===== src/rtl/imem_loader.sv =====
// imem_loader
//   Boot-time program loader. Receives a byte stream over a valid/ready
//   handshake, assembles little-endian 32-bit instruction words, writes them
//   through the instruction memory write port, and holds the core in reset
//   until a complete, checksum-verified image has been written.
//
//   Stream layout: LEN_LO, LEN_HI (16-bit word count N), N*4 data bytes,
//   then one checksum byte equal to the XOR of every preceding byte.
//
// Ports
//   clk        : system clock
//   n_rst      : asynchronous active-low reset
//   start      : one-cycle pulse that begins a new load (ignored while busy)
//   byte_valid : byte_data holds a valid byte
//   byte_data  : stream byte
//   byte_ready : loader can accept a byte this cycle (decoded from state)
//   imem_we    : instruction memory write enable, one-cycle pulse
//   imem_waddr : word address of the write
//   imem_wdata : instruction word to write
//   core_n_rst : active-low core reset, high only once the image is verified
//   busy       : load in progress
//   done       : image loaded and verified, core running
//   err        : load failed (length or checksum)

module imem_loader #(
  parameter int ADDR_W = 8
) (
  input  logic              clk,
  input  logic              n_rst,
  input  logic              start,
  input  logic              byte_valid,
  input  logic [7:0]        byte_data,
  output logic              byte_ready,
  output logic              imem_we,
  output logic [ADDR_W-1:0] imem_waddr,
  output logic [31:0]       imem_wdata,
  output logic              core_n_rst,
  output logic              busy,
  output logic              done,
  output logic              err
);

  localparam logic [31:0] MAX_WORDS = 32'(1) << ADDR_W;

  typedef enum logic [2:0] {
    IDLE,
    LEN_LO,
    LEN_HI,
    DATA,
    CSUM,
    RUN,
    ERROR
  } state_t;

  state_t state;
  state_t next_state;

  logic [7:0]        len_lo;
  logic [ADDR_W-1:0] last_idx;
  logic [ADDR_W-1:0] word_idx;
  logic [1:0]        byte_cnt;
  logic [23:0]       shift;
  logic [7:0]        csum;

  logic        accept;
  logic [15:0] len_word;
  logic        len_too_big;
  logic        len_zero;
  logic        word_end;
  logic        last_word;
  logic        enter_load;

  assign byte_ready  = (state == LEN_LO) || (state == LEN_HI) ||
                       (state == DATA)   || (state == CSUM);
  assign accept      = byte_valid && byte_ready;
  assign len_word    = {byte_data, len_lo};
  assign len_too_big = ({16'd0, len_word} > MAX_WORDS);
  assign len_zero    = (len_word == 16'd0);
  assign word_end    = (byte_cnt == 2'd3);
  assign last_word   = (word_idx == last_idx);
  // A load starts from any resting state; start is ignored while busy.
  assign enter_load  = (next_state == LEN_LO) && (state != LEN_LO);

  // State register.
  always_ff @(posedge clk or negedge n_rst) begin
    if (!n_rst) begin
      state <= IDLE;
    end else begin
      state <= next_state;
    end
  end

  // Next-state decode. Transitions out of the byte-consuming states only
  // happen on an accepted byte, so a stalled stream simply holds state.
  always_comb begin
    next_state = state;
    case (state)
      IDLE, RUN, ERROR: begin
        if (start) next_state = LEN_LO;
      end
      LEN_LO: begin
        if (accept) next_state = LEN_HI;
      end
      LEN_HI: begin
        if (accept) begin
          if (len_too_big)   next_state = ERROR;
          else if (len_zero) next_state = CSUM;
          else               next_state = DATA;
        end
      end
      DATA: begin
        if (accept && word_end && last_word) next_state = CSUM;
      end
      CSUM: begin
        if (accept) next_state = (byte_data == csum) ? RUN : ERROR;
      end
      default: next_state = IDLE;
    endcase
  end

  // Datapath and registered outputs. Status outputs are computed from
  // next_state so they line up exactly with the state they describe.
  always_ff @(posedge clk or negedge n_rst) begin
    if (!n_rst) begin
      len_lo     <= '0;
      last_idx   <= '0;
      word_idx   <= '0;
      byte_cnt   <= '0;
      shift      <= '0;
      csum       <= '0;
      imem_we    <= 1'b0;
      imem_waddr <= '0;
      imem_wdata <= '0;
      core_n_rst <= 1'b0;
      busy       <= 1'b0;
      done       <= 1'b0;
      err        <= 1'b0;
    end else begin
      imem_we    <= 1'b0;
      busy       <= (next_state == LEN_LO) || (next_state == LEN_HI) ||
                    (next_state == DATA)   || (next_state == CSUM);
      done       <= (next_state == RUN);
      core_n_rst <= (next_state == RUN);
      err        <= (next_state == ERROR);

      if (enter_load) begin
        word_idx <= '0;
        byte_cnt <= '0;
        shift    <= '0;
        csum     <= '0;
      end else if (accept) begin
        case (state)
          LEN_LO: begin
            len_lo <= byte_data;
            csum   <= csum ^ byte_data;
          end
          LEN_HI: begin
            // Only meaningful when the length is in range; N-1 fits ADDR_W.
            last_idx <= ADDR_W'(len_word - 16'd1);
            csum     <= csum ^ byte_data;
          end
          DATA: begin
            // Bytes enter at the top so the first byte ends up lowest.
            csum     <= csum ^ byte_data;
            shift    <= {byte_data, shift[23:8]};
            byte_cnt <= byte_cnt + 2'd1;
            if (word_end) begin
              imem_we    <= 1'b1;
              imem_waddr <= word_idx;
              imem_wdata <= {byte_data, shift};
              word_idx   <= word_idx + ADDR_W'(1);
            end
          end
          default: ;
        endcase
      end
    end
  end

endmodule


===== config.mk =====
export PLATFORM = sky130hd
export DESIGN_NAME = imem_loader
export DESIGN_NICKNAME = d
export VERILOG_FILES = /design/src/rtl/imem_loader.sv
export SDC_FILE = /design/constraint.sdc
export NUM_CORES = 1
export LEC_CHECK = 0
export ABC_AREA = 1
export BUFFER_PORTS_ARGS = -buffer_cell sky130_fd_sc_hd__buf_2
export CAP_MARGIN = 0
export CORE_MARGIN = 2
export CORE_UTILIZATION = 65
export CTS_BUF_LIST = sky130_fd_sc_hd__clkbuf_4
export DETAILED_ROUTE_END_ITERATION = 8
export PLACE_DENSITY = 0.88
export SLEW_MARGIN = 0
export SYNTH_ARGS = -nofsm -noshare
export SYNTH_HDL_FRONTEND = slang
export SYNTH_SLANG_ARGS = --single-unit

===== constraint.sdc =====
create_clock -name clk -period 5.11 [get_ports clk]
set_input_delay 1.022 -clock clk [delete_from_list [all_inputs] [get_ports clk]]
set_output_delay 1.022 -clock clk [all_outputs]
set_load 0.02 [all_outputs]

==> summary.md <==
| Metric | Value |
|---|---|
| # setup viols final | `0` |
| Yosys top cell by area | `dfrtp_1` |
| Die area | `0.00805 mm²` |
| Met1 usage | `35.6%` |
| Row cnt | `31` |
| Crit path DAT | `3.37 ns` |
| GR Util met2 | `a little over two fifths` |
| Clock Path Buffers | `2` |
| Clock network fraction of design power | `between 10% and 20%` |
| Antenna viol nets, final | `0` |
| First-pass DRT Iterations | `5` |
| CTS Buf Count | `9` |
| Die H | `about 90 µm` |
| Cell area after placement | `about 0.005 mm²` |
| Largest cells by area after synthesis | `dfrtp_1 55%, nand2_1 19%, nand3_1 5.0%` |
| Most common cell in the netlist | `nand2_1` |
| Initial antenna violation count | `0` |
| Setup Skew | `~0.017 ns` |
| Power Density | `about 450 mW/mm²` |
| Worst hold path type | `flip-flop to flip-flop` |
| CTS tree | `yes` |
| Vias in the first global route | `about 3.6k` |
| Core Area | `roughly 0.0072 mm²` |
| Placed insts | `~700` |
| Int Pwr | `roughly 1.4 mW` |
| Seq cells post-synth | `105` |
| Worst VDD drop | `0.417 mV` |
| Mean Syn Cell Area | `~8.2 µm²` |
| Unrepaired setup endpoints after global routing | `false` |
| Post-CTS Hold Fix Bufs | `0` |
| Chip width | `~90 µm` |
| Synth Flop Type | `dfrtp_1` |
| Leak | `2.96 nW` |
| DRC Markers | `0` |
| Area grow syn2layout | `9.38%` |
| Detailed Route WL | `between 9000 and 10000 µm` |
| Clk_lat worst skew | `between 0.4 and 0.5 ns` |
| Port Buf Inserts | `57` |
| Global Route Usage Sum | `between 20% and 30%` |
| Hold depth | `2` |
| Synth async-reset ratio | `between 90% and 100%` |
| Routed len/inst | `between 10 and 15 µm` |
| Setup Fix Bufs, Post-CTS | `0` |
| Status | `completed` |
| Finished Cell Area | `between 0.005 and 0.006 mm²` |
| Fin. Hold Viols | `0` |
| Drt initial violations | `about 310` |
| Slew HR | `about two fifths` |
| Min cycle time layout | `3.02 ns` |
| Diode count | `0` |
| RD Place Congestion | `between 0.8 and 0.9` |
| Clock transition at path regs | `~0.17 ns` |
| Vias | `approximately 3.9k` |
| First-pass GRT wire length | `~16000 µm` |
| Final Util | `roughly 73%` |
| Fin crit share | `about three fifths` |
| Pins Over Slew Limit | `0` |
| Synthesized area | `around 0.0048 mm²` |
| Netlist cell types | `32` |
| Nets | `approximately 650` |
| Max FO, Critical Path | `42` |
| # resized after CTS | `0` |
| Max cap viols | `0` |
| Syn nets | `599` |
| Grt ovf | `0` |
| Sequential area share after synthesis | `55.0%` |
| Vias/cell | `between 5 and 6` |
| Share of cells above drive strength 1 | `17.1%` |
| Final HPWL DP | `6900 µm` |
| Combinational share of power | `approximately a third` |
| Synth warnings | `0` |
| Largest net degree at the start of global routing | `75` |
| Worst Tran Pin Value | `just over 0.9 ns` |
| Initial Util | `around two thirds` |
| H-tree Lvls | `3` |
| Cell Count, Final, Fillers Out | `roughly 740` |
| FMAX | `about 330 MHz` |
| Critical path data required time | `between 5 and 6 ns` |
| CP Class | `input port to flip-flop` |
| Mapped Cells | `between 500 and 600` |
| Post-synth top area share | `between 50% and 60%` |
| Clock Sink Count | `105` |
| Setup TNS | `0 ns` |
| Crit path launch type | `input port` |
| Commonest cells post-synth | `237 x nand2_1, 105 x dfrtp_1, 48 x nand3_1, 37 x inv_1, 27 x o21ai_0` |
| Met3 Use GR | `4.39%` |
| Total Power | `~2.3 mW` |
| Gr busiest metal | `met2` |
| R2R depth | `10` |
| Seq pwr share | `between 40 and 50%` |
| Crit end category | `flip-flop` |
| EDFF count, synth | `0` |
| CTS Root Buffer Type | `clkbuf_4` |
| Psw | `just under 1 mW` |
| # IOs | `just under 60` |
| Sw frac | `between 40% and 50%` |
area by class of cell:
cell class              count  area, µm²
clock buffers               9       67.6
flip-flops and latches    105       2630
well taps                  99        124
repair buffers             58        295
clock inverters             7       62.6
multi-input cells         400       1820
inverters                  59        221
fillers                   540       1950
kinds of logic after synthesis:
kind of cell               after synthesis  synth area share, %
DFF                                    105                 55.0
buffers and inverters                   78                 6.76
AOI/OAI and AO/OA                       50                 5.64
xor gates and xnor gates                12                 2.20
adders and majority gates                4                 1.05
and+or+nand+nor                        334                 29.3
registers in the layout, summed over array words and instances (netlist names), 3 cells and up:
signal	cells
shift	24
csum	8
state	3
len_lo	8
imem_wdata	32
word_idx	8
last_idx	8
imem_waddr	8
per-stage QoR:
stage	hold WS, ns	setup slack, ns
2_1_floorplan	0.450	2.83
3_3_place_gp	0.449	1.72
3_5_place_dp	0.454	1.65
4_1_cts	0.491	2.15
5_1_grt	0.515	1.83
6_report	0.489	2.09
worst max-delay path, stage by stage:
cell and delay (ns):
buf_2 0.12, nand2_2 0.41, inv_2 0.32, nand3_1 0.19, nand3_2 0.11, nor2_1 0.14
nand3_2 0.67, nand3_1 0.29, nand2_1 0.08
layout by cell type (no fill, tap or decap), drive strengths merged:
cell type and count:
nand4 4, nor2 30, nor3 5, nand3b 2, o21ai 40, inv 62, clkinv 3, ha 4
o21bai 1, a31oi 1, nand2 238, o211ai 2, clkinvlp 1, xnor2 5, buf 58, clkbuf 9
or2 2, a21oi 5, nand3 52, nor4 1, dfrtp 105, xor2 7, o21a 1
final timing paths:
check	startpoint	to	slack, ns
min in group asynchronous	n_rst	imem_waddr[1]$_DFFE_PN0P_	0.65
max reg2reg	state[0]$_DFF_PN0_	shift[1]$_DFFE_PN0P_	2.10
max in group asynchronous	n_rst	imem_wdata[25]$_DFFE_PN0P_	3.53
max	byte_valid	shift[1]$_DFFE_PN0P_	2.09
min reg2reg	imem_wdata[9]$_DFFE_PN0P_	imem_wdata[9]$_DFFE_PN0P_	0.49
min	imem_wdata[9]$_DFFE_PN0P_	imem_wdata[9]$_DFFE_PN0P_	0.49
power groups by stage:
| stage | clock network, mW | logic, mW | registers (mW) |
|---|---|---|---|
| 3_3_place_gp | 0 | 0.754 | 1.14 |
| 3_5_place_dp | 0 | 0.791 | 1.15 |
| 5_1_grt | 0.449 | 0.915 | 1.16 |
| 4_1_cts | 0.407 | 0.795 | 1.14 |
| 2_1_floorplan | 0 | 0.642 | 1.14 |
| 6_report | 0.402 | 0.797 | 1.14 |
metal layers:
layer | part of all wire, % | vias to the layer above
li1 | - | 1928
met2 | 49 | 131
met3 | 5.2 | 21
met4 | 2.3 | 0
met5 | 0 | -
met1 | 44 | 1842
Note: power is estimated with default switching activity, not from simulation.
